## src/rtl/sd_card_pkg.sv

```systemverilog
// rtl/sd_card_pkg.sv - shared state codes, token codes and CRC16 helper for the SD card responder
package sd_card_pkg;

    localparam logic [3:0] ST_IDLE     = 4'd0;
    localparam logic [3:0] ST_RD_NAC   = 4'd1;
    localparam logic [3:0] ST_RD_START = 4'd2;
    localparam logic [3:0] ST_RD_DATA  = 4'd3;
    localparam logic [3:0] ST_RD_CRC   = 4'd4;
    localparam logic [3:0] ST_RD_END   = 4'd5;
    localparam logic [3:0] ST_WR_WAIT  = 4'd6;
    localparam logic [3:0] ST_WR_DATA  = 4'd7;
    localparam logic [3:0] ST_WR_CRC   = 4'd8;
    localparam logic [3:0] ST_WR_END   = 4'd9;
    localparam logic [3:0] ST_WR_GAP   = 4'd10;
    localparam logic [3:0] ST_WR_TOKEN = 4'd11;
    localparam logic [3:0] ST_WR_BUSY  = 4'd12;

    localparam logic [2:0] TOKEN_OK  = 3'b010;
    localparam logic [2:0] TOKEN_BAD = 3'b101;

    // x^16 + x^12 + x^5 + 1
    localparam logic [15:0] CRC16_POLY = 16'h1021;

    // One serial CRC16 step, data bit shifted in at the top.
    function automatic logic [15:0] crc16_step(input logic [15:0] crc, input logic din);
        logic fb;
        fb = crc[15] ^ din;
        return {crc[14:0], 1'b0} ^ (fb ? CRC16_POLY : 16'h0000);
    endfunction

endpackage

```

## src/rtl/sd_crc_16.sv

```systemverilog
// rtl/sd_crc_16.sv - serial CRC16 for one DAT lane; feeding back its own MSB shifts the remainder out
module sd_crc_16
    import sd_card_pkg::*;
(
    input  logic clk,
    input  logic rst,
    input  logic i_clr,
    input  logic i_en,
    input  logic i_bit,
    output logic o_msb
);
    logic [15:0] r_crc;

    // Clear has priority so a new block always starts from zero.
    always_ff @(posedge clk or posedge rst) begin
        if (rst) begin
            r_crc <= 16'h0000;
        end else if (i_clr) begin
            r_crc <= 16'h0000;
        end else if (i_en) begin
            r_crc <= crc16_step(r_crc, i_bit);
        end
    end

    assign o_msb = r_crc[15];

endmodule

```

## src/rtl/sd_card_data_responder.sv

```systemverilog
// rtl/sd_card_data_responder.sv - SD card-side DAT responder (read source / write sink); optional SD_CARD_CRC_INJECT_EN
module sd_card_data_responder
    import sd_card_pkg::*;
#(
    parameter int NAC       = 2,
    parameter int BLKSIZE_W = 12
) (
    input  logic                 sd_clk,
    input  logic                 rst,
    input  logic                 bus_4bit_i,
    input  logic [BLKSIZE_W-1:0] blksize_i,
    input  logic [15:0]          busy_cycles_i,
    input  logic                 start_read_i,
    input  logic                 start_write_i,
    input  logic                 abort_i,
`ifdef SD_CARD_CRC_INJECT_EN
    input  logic                 inject_crc_err_i,
`endif
    input  logic [3:0]           dat_i,
    output logic [3:0]           dat_o,
    output logic                 dat_oe_o,
    output logic                 rd_data_req_o,
    input  logic [31:0]          rd_data_i,
    output logic [31:0]          wr_data_o,
    output logic                 wr_data_valid_o,
    output logic                 busy_o,
    output logic                 done_o,
    output logic                 crc_ok_o
);
    localparam int              WW     = BLKSIZE_W - 2;
    localparam logic [4:0]      NAC_M1 = 5'(NAC - 1);
    localparam logic [WW-1:0]   W_ONE  = WW'(1);

    logic [3:0]    r_state;
    logic [4:0]    r_cnt;
    logic [WW-1:0] r_wleft;
    logic          r_bus4;
    logic [31:0]   r_shift;
    logic [31:0]   r_buf;
    logic          r_req_d;
    logic          r_err;
    logic [15:0]   r_bcnt;
    logic          r_done;
    logic          r_crc_ok;
    logic [31:0]   r_wr_data;
    logic          r_wr_valid;
`ifdef SD_CARD_CRC_INJECT_EN
    logic          r_inject;
`endif

    logic [3:0]    w_dat;
    logic          w_oe;
    logic          w_req;
    logic [3:0]    w_mask;
    logic [4:0]    w_cpw_m1;
    logic [3:0]    w_crc_en;
    logic [3:0]    w_crc_bit;
    logic [3:0]    w_crc_top;
    logic          w_crc_clr;
    logic [2:0]    w_tok;
    logic [31:0]   w_next_word;
    logic [31:0]   w_shift_in;
    logic          w_unused_blk;

    assign w_mask       = r_bus4 ? 4'hF : 4'h1;
    assign w_cpw_m1     = r_bus4 ? 5'd7 : 5'd31;
    assign w_tok        = r_err ? TOKEN_BAD : TOKEN_OK;
    // A word fetched in the previous cycle is not yet in r_buf; take it straight from the port.
    assign w_next_word  = r_req_d ? rd_data_i : r_buf;
    assign w_shift_in   = r_bus4 ? {r_shift[27:0], dat_i} : {r_shift[30:0], dat_i[0]};
    assign w_crc_clr    = abort_i | ((r_state == ST_IDLE) & (start_read_i | start_write_i));
    assign w_unused_blk = ^blksize_i[1:0];

    for (genvar g = 0; g < 4; g++) begin : g_crc
        sd_crc_16 u_crc (
            .clk   (sd_clk),
            .rst   (rst),
            .i_clr (w_crc_clr),
            .i_en  (w_crc_en[g]),
            .i_bit (w_crc_bit[g]),
            .o_msb (w_crc_top[g])
        );
    end

    // Bus drive, word requests and CRC lane control decoded from the current state.
    always_comb begin
        w_dat     = 4'hF;
        w_oe      = 1'b0;
        w_req     = 1'b0;
        w_crc_en  = 4'h0;
        w_crc_bit = 4'h0;
        case (r_state)
            ST_RD_NAC: begin
                w_req = (r_cnt == NAC_M1);
            end
            ST_RD_START: begin
                w_oe  = 1'b1;
                w_dat = ~w_mask;
            end
            ST_RD_DATA: begin
                w_oe      = 1'b1;
                w_dat     = r_bus4 ? r_shift[31:28] : {3'b111, r_shift[31]};
                w_crc_en  = w_mask;
                w_crc_bit = w_dat;
                w_req     = (r_cnt == 5'd2) && (r_wleft != W_ONE);
            end
            ST_RD_CRC: begin
                w_oe      = 1'b1;
                w_dat     = w_crc_top | ~w_mask;
                w_crc_en  = w_mask;
                w_crc_bit = w_crc_top;
`ifdef SD_CARD_CRC_INJECT_EN
                if (r_inject && (r_cnt == 5'd0)) begin
                    w_dat[0] = ~w_dat[0];
                end
`endif
            end
            ST_RD_END: begin
                w_oe = 1'b1;
            end
            ST_WR_DATA: begin
                w_crc_en  = w_mask;
                w_crc_bit = dat_i;
            end
            ST_WR_CRC: begin
                w_crc_en  = w_mask;
                w_crc_bit = w_crc_top;
            end
            ST_WR_TOKEN: begin
                w_oe = 1'b1;
                if (r_cnt == 5'd4) begin
                    w_dat[0] = 1'b0;
                end else if (r_cnt == 5'd0) begin
                    w_dat[0] = 1'b1;
                end else begin
                    w_dat[0] = w_tok[r_cnt[1:0] - 2'd1];
                end
            end
            ST_WR_BUSY: begin
                w_oe     = 1'b1;
                w_dat[0] = (r_bcnt == 16'd0);
            end
            default: begin
                w_oe = 1'b0;
            end
        endcase
    end

    // Block sequencing for both directions; abort wins over everything.
    always_ff @(posedge sd_clk or posedge rst) begin
        if (rst) begin
            r_state    <= ST_IDLE;
            r_cnt      <= 5'd0;
            r_wleft    <= '0;
            r_bus4     <= 1'b0;
            r_shift    <= 32'h0;
            r_buf      <= 32'h0;
            r_req_d    <= 1'b0;
            r_err      <= 1'b0;
            r_bcnt     <= 16'd0;
            r_done     <= 1'b0;
            r_crc_ok   <= 1'b0;
            r_wr_data  <= 32'h0;
            r_wr_valid <= 1'b0;
`ifdef SD_CARD_CRC_INJECT_EN
            r_inject   <= 1'b0;
`endif
        end else begin
            r_done     <= 1'b0;
            r_wr_valid <= 1'b0;
            r_req_d    <= w_req;
            if (r_req_d) begin
                r_buf <= rd_data_i;
            end
            if (abort_i) begin
                r_state <= ST_IDLE;
                r_err   <= 1'b0;
            end else begin
                case (r_state)
                    ST_IDLE: begin
                        if (start_read_i || start_write_i) begin
                            r_state <= start_read_i ? ST_RD_NAC : ST_WR_WAIT;
                            r_cnt   <= NAC_M1;
                            r_bus4  <= bus_4bit_i;
                            r_wleft <= blksize_i[BLKSIZE_W-1:2];
                            r_err   <= 1'b0;
`ifdef SD_CARD_CRC_INJECT_EN
                            r_inject <= start_read_i & inject_crc_err_i;
`endif
                        end
                    end
                    ST_RD_NAC: begin
                        if (r_cnt == 5'd0) r_state <= ST_RD_START;
                        else               r_cnt   <= r_cnt - 5'd1;
                    end
                    ST_RD_START: begin
                        if (r_wleft == '0) begin
                            r_state <= ST_RD_CRC;
                            r_cnt   <= 5'd15;
                        end else begin
                            r_state <= ST_RD_DATA;
                            r_shift <= w_next_word;
                            r_cnt   <= w_cpw_m1;
                        end
                    end
                    ST_RD_DATA: begin
                        if (r_cnt != 5'd0) begin
                            r_shift <= r_bus4 ? {r_shift[27:0], 4'h0} : {r_shift[30:0], 1'b0};
                            r_cnt   <= r_cnt - 5'd1;
                        end else if (r_wleft == W_ONE) begin
                            r_state <= ST_RD_CRC;
                            r_cnt   <= 5'd15;
                        end else begin
                            r_shift <= w_next_word;
                            r_wleft <= r_wleft - W_ONE;
                            r_cnt   <= w_cpw_m1;
                        end
                    end
                    ST_RD_CRC: begin
                        if (r_cnt == 5'd0) r_state <= ST_RD_END;
                        else               r_cnt   <= r_cnt - 5'd1;
                    end
                    ST_RD_END: begin
                        r_state  <= ST_IDLE;
                        r_done   <= 1'b1;
                        r_crc_ok <= 1'b1;
                    end
                    ST_WR_WAIT: begin
                        if (!dat_i[0]) begin
                            r_state <= (r_wleft == '0) ? ST_WR_CRC : ST_WR_DATA;
                            r_cnt   <= (r_wleft == '0) ? 5'd15 : w_cpw_m1;
                        end
                    end
                    ST_WR_DATA: begin
                        r_shift <= w_shift_in;
                        if (r_cnt != 5'd0) begin
                            r_cnt <= r_cnt - 5'd1;
                        end else begin
                            r_wr_data  <= w_shift_in;
                            r_wr_valid <= 1'b1;
                            if (r_wleft == W_ONE) begin
                                r_state <= ST_WR_CRC;
                                r_cnt   <= 5'd15;
                            end else begin
                                r_wleft <= r_wleft - W_ONE;
                                r_cnt   <= w_cpw_m1;
                            end
                        end
                    end
                    ST_WR_CRC: begin
                        if (((dat_i ^ w_crc_top) & w_mask) != 4'h0) r_err <= 1'b1;
                        if (r_cnt == 5'd0) r_state <= ST_WR_END;
                        else               r_cnt   <= r_cnt - 5'd1;
                    end
                    ST_WR_END: begin
                        if ((~dat_i & w_mask) != 4'h0) r_err <= 1'b1;
                        r_state <= ST_WR_GAP;
                        r_cnt   <= 5'd1;
                    end
                    ST_WR_GAP: begin
                        if (r_cnt == 5'd0) begin
                            r_state <= ST_WR_TOKEN;
                            r_cnt   <= 5'd4;
                        end else begin
                            r_cnt <= r_cnt - 5'd1;
                        end
                    end
                    ST_WR_TOKEN: begin
                        if (r_cnt != 5'd0) begin
                            r_cnt <= r_cnt - 5'd1;
                        end else if (!r_err && (busy_cycles_i != 16'd0)) begin
                            r_state <= ST_WR_BUSY;
                            r_bcnt  <= busy_cycles_i;
                        end else begin
                            r_state  <= ST_IDLE;
                            r_done   <= 1'b1;
                            r_crc_ok <= ~r_err;
                        end
                    end
                    ST_WR_BUSY: begin
                        if (r_bcnt == 16'd0) begin
                            r_state  <= ST_IDLE;
                            r_done   <= 1'b1;
                            r_crc_ok <= 1'b1;
                        end else begin
                            r_bcnt <= r_bcnt - 16'd1;
                        end
                    end
                    default: r_state <= ST_IDLE;
                endcase
            end
        end
    end

    assign dat_o           = w_dat;
    assign dat_oe_o        = w_oe;
    assign rd_data_req_o   = w_req;
    assign wr_data_o       = r_wr_data;
    assign wr_data_valid_o = r_wr_valid;
    assign busy_o          = (r_state != ST_IDLE);
    assign done_o          = r_done;
    assign crc_ok_o        = r_crc_ok;

endmodule

```

## config.mk

```make
export PLATFORM = sky130hd
export DESIGN_NAME = sd_card_data_responder
export DESIGN_NICKNAME = d
export VERILOG_FILES = /design/src/rtl/sd_card_pkg.sv /design/src/rtl/sd_crc_16.sv /design/src/rtl/sd_card_data_responder.sv
export SDC_FILE = /design/constraint.sdc
export NUM_CORES = 1
export LEC_CHECK = 0
export ABC_AREA = 1
export CELL_PAD_IN_SITES_DETAIL_PLACEMENT = 0
export CELL_PAD_IN_SITES_GLOBAL_PLACEMENT = 1
export CORE_MARGIN = 2
export CORE_UTILIZATION = 51
export CTS_CLUSTER_SIZE = 16
export DETAILED_ROUTE_END_ITERATION = 8
export DONT_BUFFER_PORTS = 1
export PLACE_DENSITY = 0.95
export SLEW_MARGIN = 30
export SYNTH_ARGS = -nofsm -noshare
export SYNTH_HDL_FRONTEND = slang
export SYNTH_SLANG_ARGS = --single-unit
```

## constraint.sdc

```tcl
create_clock -name sd_clk -period 22.5 [get_ports sd_clk]
set_input_delay 6.75 -clock sd_clk [delete_from_list [all_inputs] [get_ports sd_clk]]
set_output_delay 6.75 -clock sd_clk [all_outputs]
set_load 0.1 [all_outputs]
```

Yosys cells after proc, flatten, opt, wreduce, memory -nomap -nowiden --
Cells that the tools add are included.
Storage, ports and cells: memory bits (read-only) 0, bits of input ports 70, flip-flop bits (word level) 201, bits in latches 0, memories 0, bits in writable memories 0, word-level logic and storage cells 208
Cells by class: reduce and logical (&&, ||, !) cells 37, multiply operators 0, shift operators 0, div/mod/pow operators 0, equality and inequality tests 44, add/sub/neg operators 4, bitwise operators 20, muxes and demuxes 85, $lt $le $gt $ge 1
Operators with widths (count):
- 2-to-1 mux 32 bit | 6
- 2-to-1 mux 16 bit | 11
- one-hot mux 32 bit (3 select lines) | 1
- 2-to-1 mux 4 bit | 18
- bitwise XOR 16 bit | 4
- 2-to-1 mux 13 bit | 4
- one-hot mux 4 bit (12 select lines) | 1
- 2-to-1 mux 5 bit | 9
- != test 3 bit (second input constant) | 14
- one-hot mux 5 bit (8 select lines) | 1
- one-hot mux 16 bit (2 select lines) | 1
- 2-to-1 mux 10 bit | 3
- != test 2 bit (second input constant) | 11
- == test 4 bit (second input constant) | 5
- one-hot mux 10 bit (2 select lines) | 1
- 2-to-1 mux 1 bit | 18
- == test 4 x 3 -> 1 bit (second input constant) | 4
- zero test 16 bit | 1
- nonzero test 16 bit | 1
- nonzero test 4 bit | 4
- subtractor 16 x 1 -> 16 bit (second input constant) | 1
- AND reduction 5 bit | 3
- one-hot mux 4 bit (3 select lines) | 1
- AND reduction 12 bit | 1
- 44 further kinds | 67

Logic depth before layout (Yosys ltp) --
depth after elaboration 8, mapped depth 13, mapped depth without buffers 12

By module --
A second synthesis with hierarchy kept.
Second synthesis, totals: cells, all modules 1418, area, all modules 10472.5 um^2
Modules (own cells, without submodules):
- sd_card_data_responder | seq. area each 3428.3 um^2, times used 1, cells each 1134, area an instance 7770.0 um^2
- sd_crc_16 | seq. area each 400.4 um^2, times used 4, cells each 71, area an instance 675.6 um^2

Least setup slack after synthesis --
No wires, ideal clock.
path kind flip-flop to output port, start register r_state[3], end output port rd_data_req_o, cell stages (with the launch flop) 6, path slack 13.492 ns, data arrival time 2.258 ns, cell sequence dfrtp_1 inv_2 nand2_1 nor2_2 a32oi_1 nor2_1
Between the ends: longest elaborated chain between the ends 2, elaborated cells between the ends (all ways) 3
Ends and longest elaborated chain:
- start, declared | line sd_card_data_responder.sv:34 | logic [3:0] r_state;
- start signal, assigned | line sd_card_data_responder.sv:182 | r_state <= start_read_i ? ST_RD_NAC : ST_WR_WAIT;
- start signal, assigned | line sd_card_data_responder.sv:230 | r_state <= (r_wleft == '0) ? ST_WR_CRC : ST_WR_DATA;
- == test 4 x 2 -> 1 bit / == test 4 x 1 -> 1 bit (equally long branches) | line sd_card_data_responder.sv:92 | case (r_state)
- one-hot mux 1 bit (2 select lines) * | line sd_card_data_responder.sv:92
- end, declared | line sd_card_data_responder.sv:22 | output logic rd_data_req_o,
Mark *: on every way between the ends. The rest lies on a longest branch, timed or not.

Worst setup path in the final report --
start register r_state[2], end output port dat_o[0]
Between the ends: longest elaborated chain between the ends 2, elaborated cells between the ends (all ways) 6
Ends and longest elaborated chain:
- == test 4 bit, or another cell as far along | line sd_card_data_responder.sv:92
- one-hot mux 1 bit (5 select lines) * | line sd_card_data_responder.sv:92
- end, declared | line sd_card_data_responder.sv:20 | output logic [3:0] dat_o,
Marks and branches as above.

==> out/qor.yml <==
cp_max_fo: 20
antenna_found_initial: 1
wirelength_um: 23600
gr-usage-all-layers_pct: 22.1
n_fill_cell: 1883
drive_gt1_share_pct: 9.13
avgSynthCellArea_um2: 7.85
dpl_worst_slack_ns: 13.18
period_needed_ns: 9.80
p_switching_w: 0.000654
grt_pass1_wl_um: 39400
hp-class: "register to register"
die_y_um: 147
cp-end-kind: "primary output"
post_cts_resized: 0
ctsLongestPathBuffers: 3
drv_slew: 0
cts_setup_buffers: 0
hold_slack_ns: 0.467
leakage_nw: 5.69
die_area_mm2: 0.0215
grt_max_degree: 125
peakVddDrop_uv: 73.4
swShare_pct: 44.5
tritoncts: "done"
wire_per_inst_um: 14.9
numClockSinks: 201
synth_largest_area_cell: "dfrtp_1"
relSlewSlack_pct: 33.4
final_cells: 1584
ys_warn_count: 0
power_w: 0.00147
final_cell_mix: "495 x nand2_1, 200 x dfrtp_1, 117 x inv_1"
path_class: "register to primary output"
grt_pass1_vias: 7867
netlist_instances: 1322
numPortBuffers: 0
die_w_um: 147
synth_area_mm2: 0.0104
antenna_left: 0
grt_overflow: 0
status: "completed"
area_growth_pct: 9.02
cp_data_required_time_ns: 15.75
post-route-drc-count: 0
skew_ns: 0.0125
num_rows: 52
clk_latency_ns: 0.52
yosys_register_bits: 201
max_freq_ghz: 0.102
path_clk_slew_ns: 0.06
pwr-share-seq_pct: 36.2
startpoint_type: "register"
rsz0062_at_grt: "false"
ctsHoldBuffers: 0
powerDensity_mw_per_mm2: 130
final_common_cell: "nand2_1"
power_frac_clock_pct: 24.7
gp_congestion: 0.886
synthTopCellsByArea: "dfrtp_1 48%, nand2_1 18%, inv_1 4.3%, o21ai_0 4.2%, o22ai_2 3.6%"
core_mm2: 0.0201
num-nets-final: 1379
place_hpwl_um: 15800
fin_setup_tns_ns: 0
initial_utilization_pct: 51.6
yosysSeqAreaShare_pct: 48.5
clockRootBuffer: "clkbuf_16"
cts-buffers-inserted: 23
place_inst: 1545
h-tree-depth: 1
post-route-period-util_pct: 43.6
drtIter0Drc: 535
power_frac_comb_pct: 39.1
p_int_w: 0.000815
synth.distinct_cells: 39
synth_top_area_share_pct: 48.5
vias: 8312
cp.arrival_ns: 3.05
num_io_pins: 112
worst_slack_ns: 12.70
drv_cap: 0
finalHoldViolCount: 0
setup_viol: 0
drt_pass1_iterations: 5
diodes: 0
worstMarginPinSlew_ns: 0.999
vias_per_cell: 5.25
syn-num-nets: 1401
==> routing by layer <==
layer	GRT usage, %	share of wire [%]
met1	32.4	48
met2	33.8	44
met3	4.84	6.4
met4	4.95	1.4
met5	0	0.080
==> cell usage after synthesis <==
master	number
or2_2	6
inv_1	119
or2_1	1
nand2_2	6
o21bai_1	1
xnor2_1	4
nor2_4	3
dfrtp_1	201
buf_4	5
buf_2	19
o22ai_2	30
a32oi_1	1
nor2_1	82
a21oi_1	17
o21ai_0	88
ha_1	9
a21o_1	1
mux2i_1	25
nor2_8	3
nor3_1	5
a211oi_1	1
o211ai_1	6
inv_2	11
o31ai_1	2
nand4_1	13
o21ai_2	1
nand3_1	69
nand2_1	497
nor3b_1	2
and2_1	1
nor2_2	5
o22ai_1	15
nand3b_1	3
clkbuf_1	22
a31oi_1	3
o21ai_1	33
xor2_1	5
buf_1	4
buf_6	3
==> kinds of logic after synthesis <==
| group | synth area share [%] |
|---|---|
| adder cells (fa/ha/maj) | 1.09 |
| XOR/XNOR | 0.760 |
| buffers and inverters | 7.25 |
| AND/OR/NAND/NOR | 27.7 |
| AO/OA/AOI/OAI | 12.3 |
| flip-flops | 48.5 |
| multiplexers | 2.41 |
==> flip-flops by register name, summed over array words and instances, names as in the netlist <==
| signal | cells |
|---|---|
| g_crc.u_crc.r_crc | 64 |
| crc_ok_o | 1 |
| r_buf | 32 |
| r_err | 1 |
| wr_data_o | 32 |
| r_wleft | 10 |
| r_state | 4 |
| wr_data_valid_o | 1 |
| r_bus4 | 1 |
| done_o | 1 |
| r_cnt | 5 |
| r_req_d | 1 |
| r_bcnt | 16 |
| r_shift | 32 |
==> worst paths after layout <==
path	start	end	slack [ns]	cells past startpoint
min	r_buf[13]$_DFF_PP0_	r_buf[13]$_DFF_PP0_	0.47	2
min reg2reg	r_buf[13]$_DFF_PP0_	r_buf[13]$_DFF_PP0_	0.47	2
max reg2reg	r_state[2]$_DFFE_PP0P_	g_crc[1].u_crc.r_crc[10]$_DFFE_PP0P_	19.44	10
max	r_state[2]$_DFFE_PP0P_	dat_o[0]	12.70	5
min in group asynchronous	rst	r_bcnt[0]$_DFFE_PP0P_	6.25	1
max in group asynchronous	rst	r_bus4$_DFFE_PP0P_	14.95	2
==> worst max-delay path, stage by stage (launching register included) <==
cell and delay, ns:
dfrtp_1 0.61, nand3_1 0.69, inv_2 0.53, nor2_2 0.12, nand2_1 0.10, nand3_2 0.48
==> power groups by stage <==
stage / registers (W) / clock network (W) / logic, W
finish: 0.000532 / 0.000363 / 0.000575
global route: 0.000542 / 0.000388 / 0.000648
CTS: 0.000531 / 0.000372 / 0.000577
detailed placement: 0.000537 / 0 / 0.000573
global placement: 0.000535 / 0 / 0.000559
floorplan: 0.000517 / 0 / 0.000475
==> metrics by stage <==
| stage | utilization (%) | cell area [um^2] |
|---|---|---|
| 3_3_place_gp | 52.4 | 10500 |
| 5_1_grt | 56.3 | 11300 |
| 2_1_floorplan | - | 10400 |
| 6_report | 56.3 | 11300 |
| 3_5_place_dp | 52.6 | 10600 |
| 4_1_cts | 56.3 | 11300 |
==> layout make-up <==
cell class	count	area [um^2]	share of cell area, %
clock buffers	31	656	5.80
clock inverters	8	85.1	0.752
inverters	130	495	4.38
multi-input cells	938	4660	41.2
flip-flops and latches	201	5030	44.5
well taps	270	338	2.99
repair buffers	6	48.8	0.431
(Power assumes the default switching activity.)
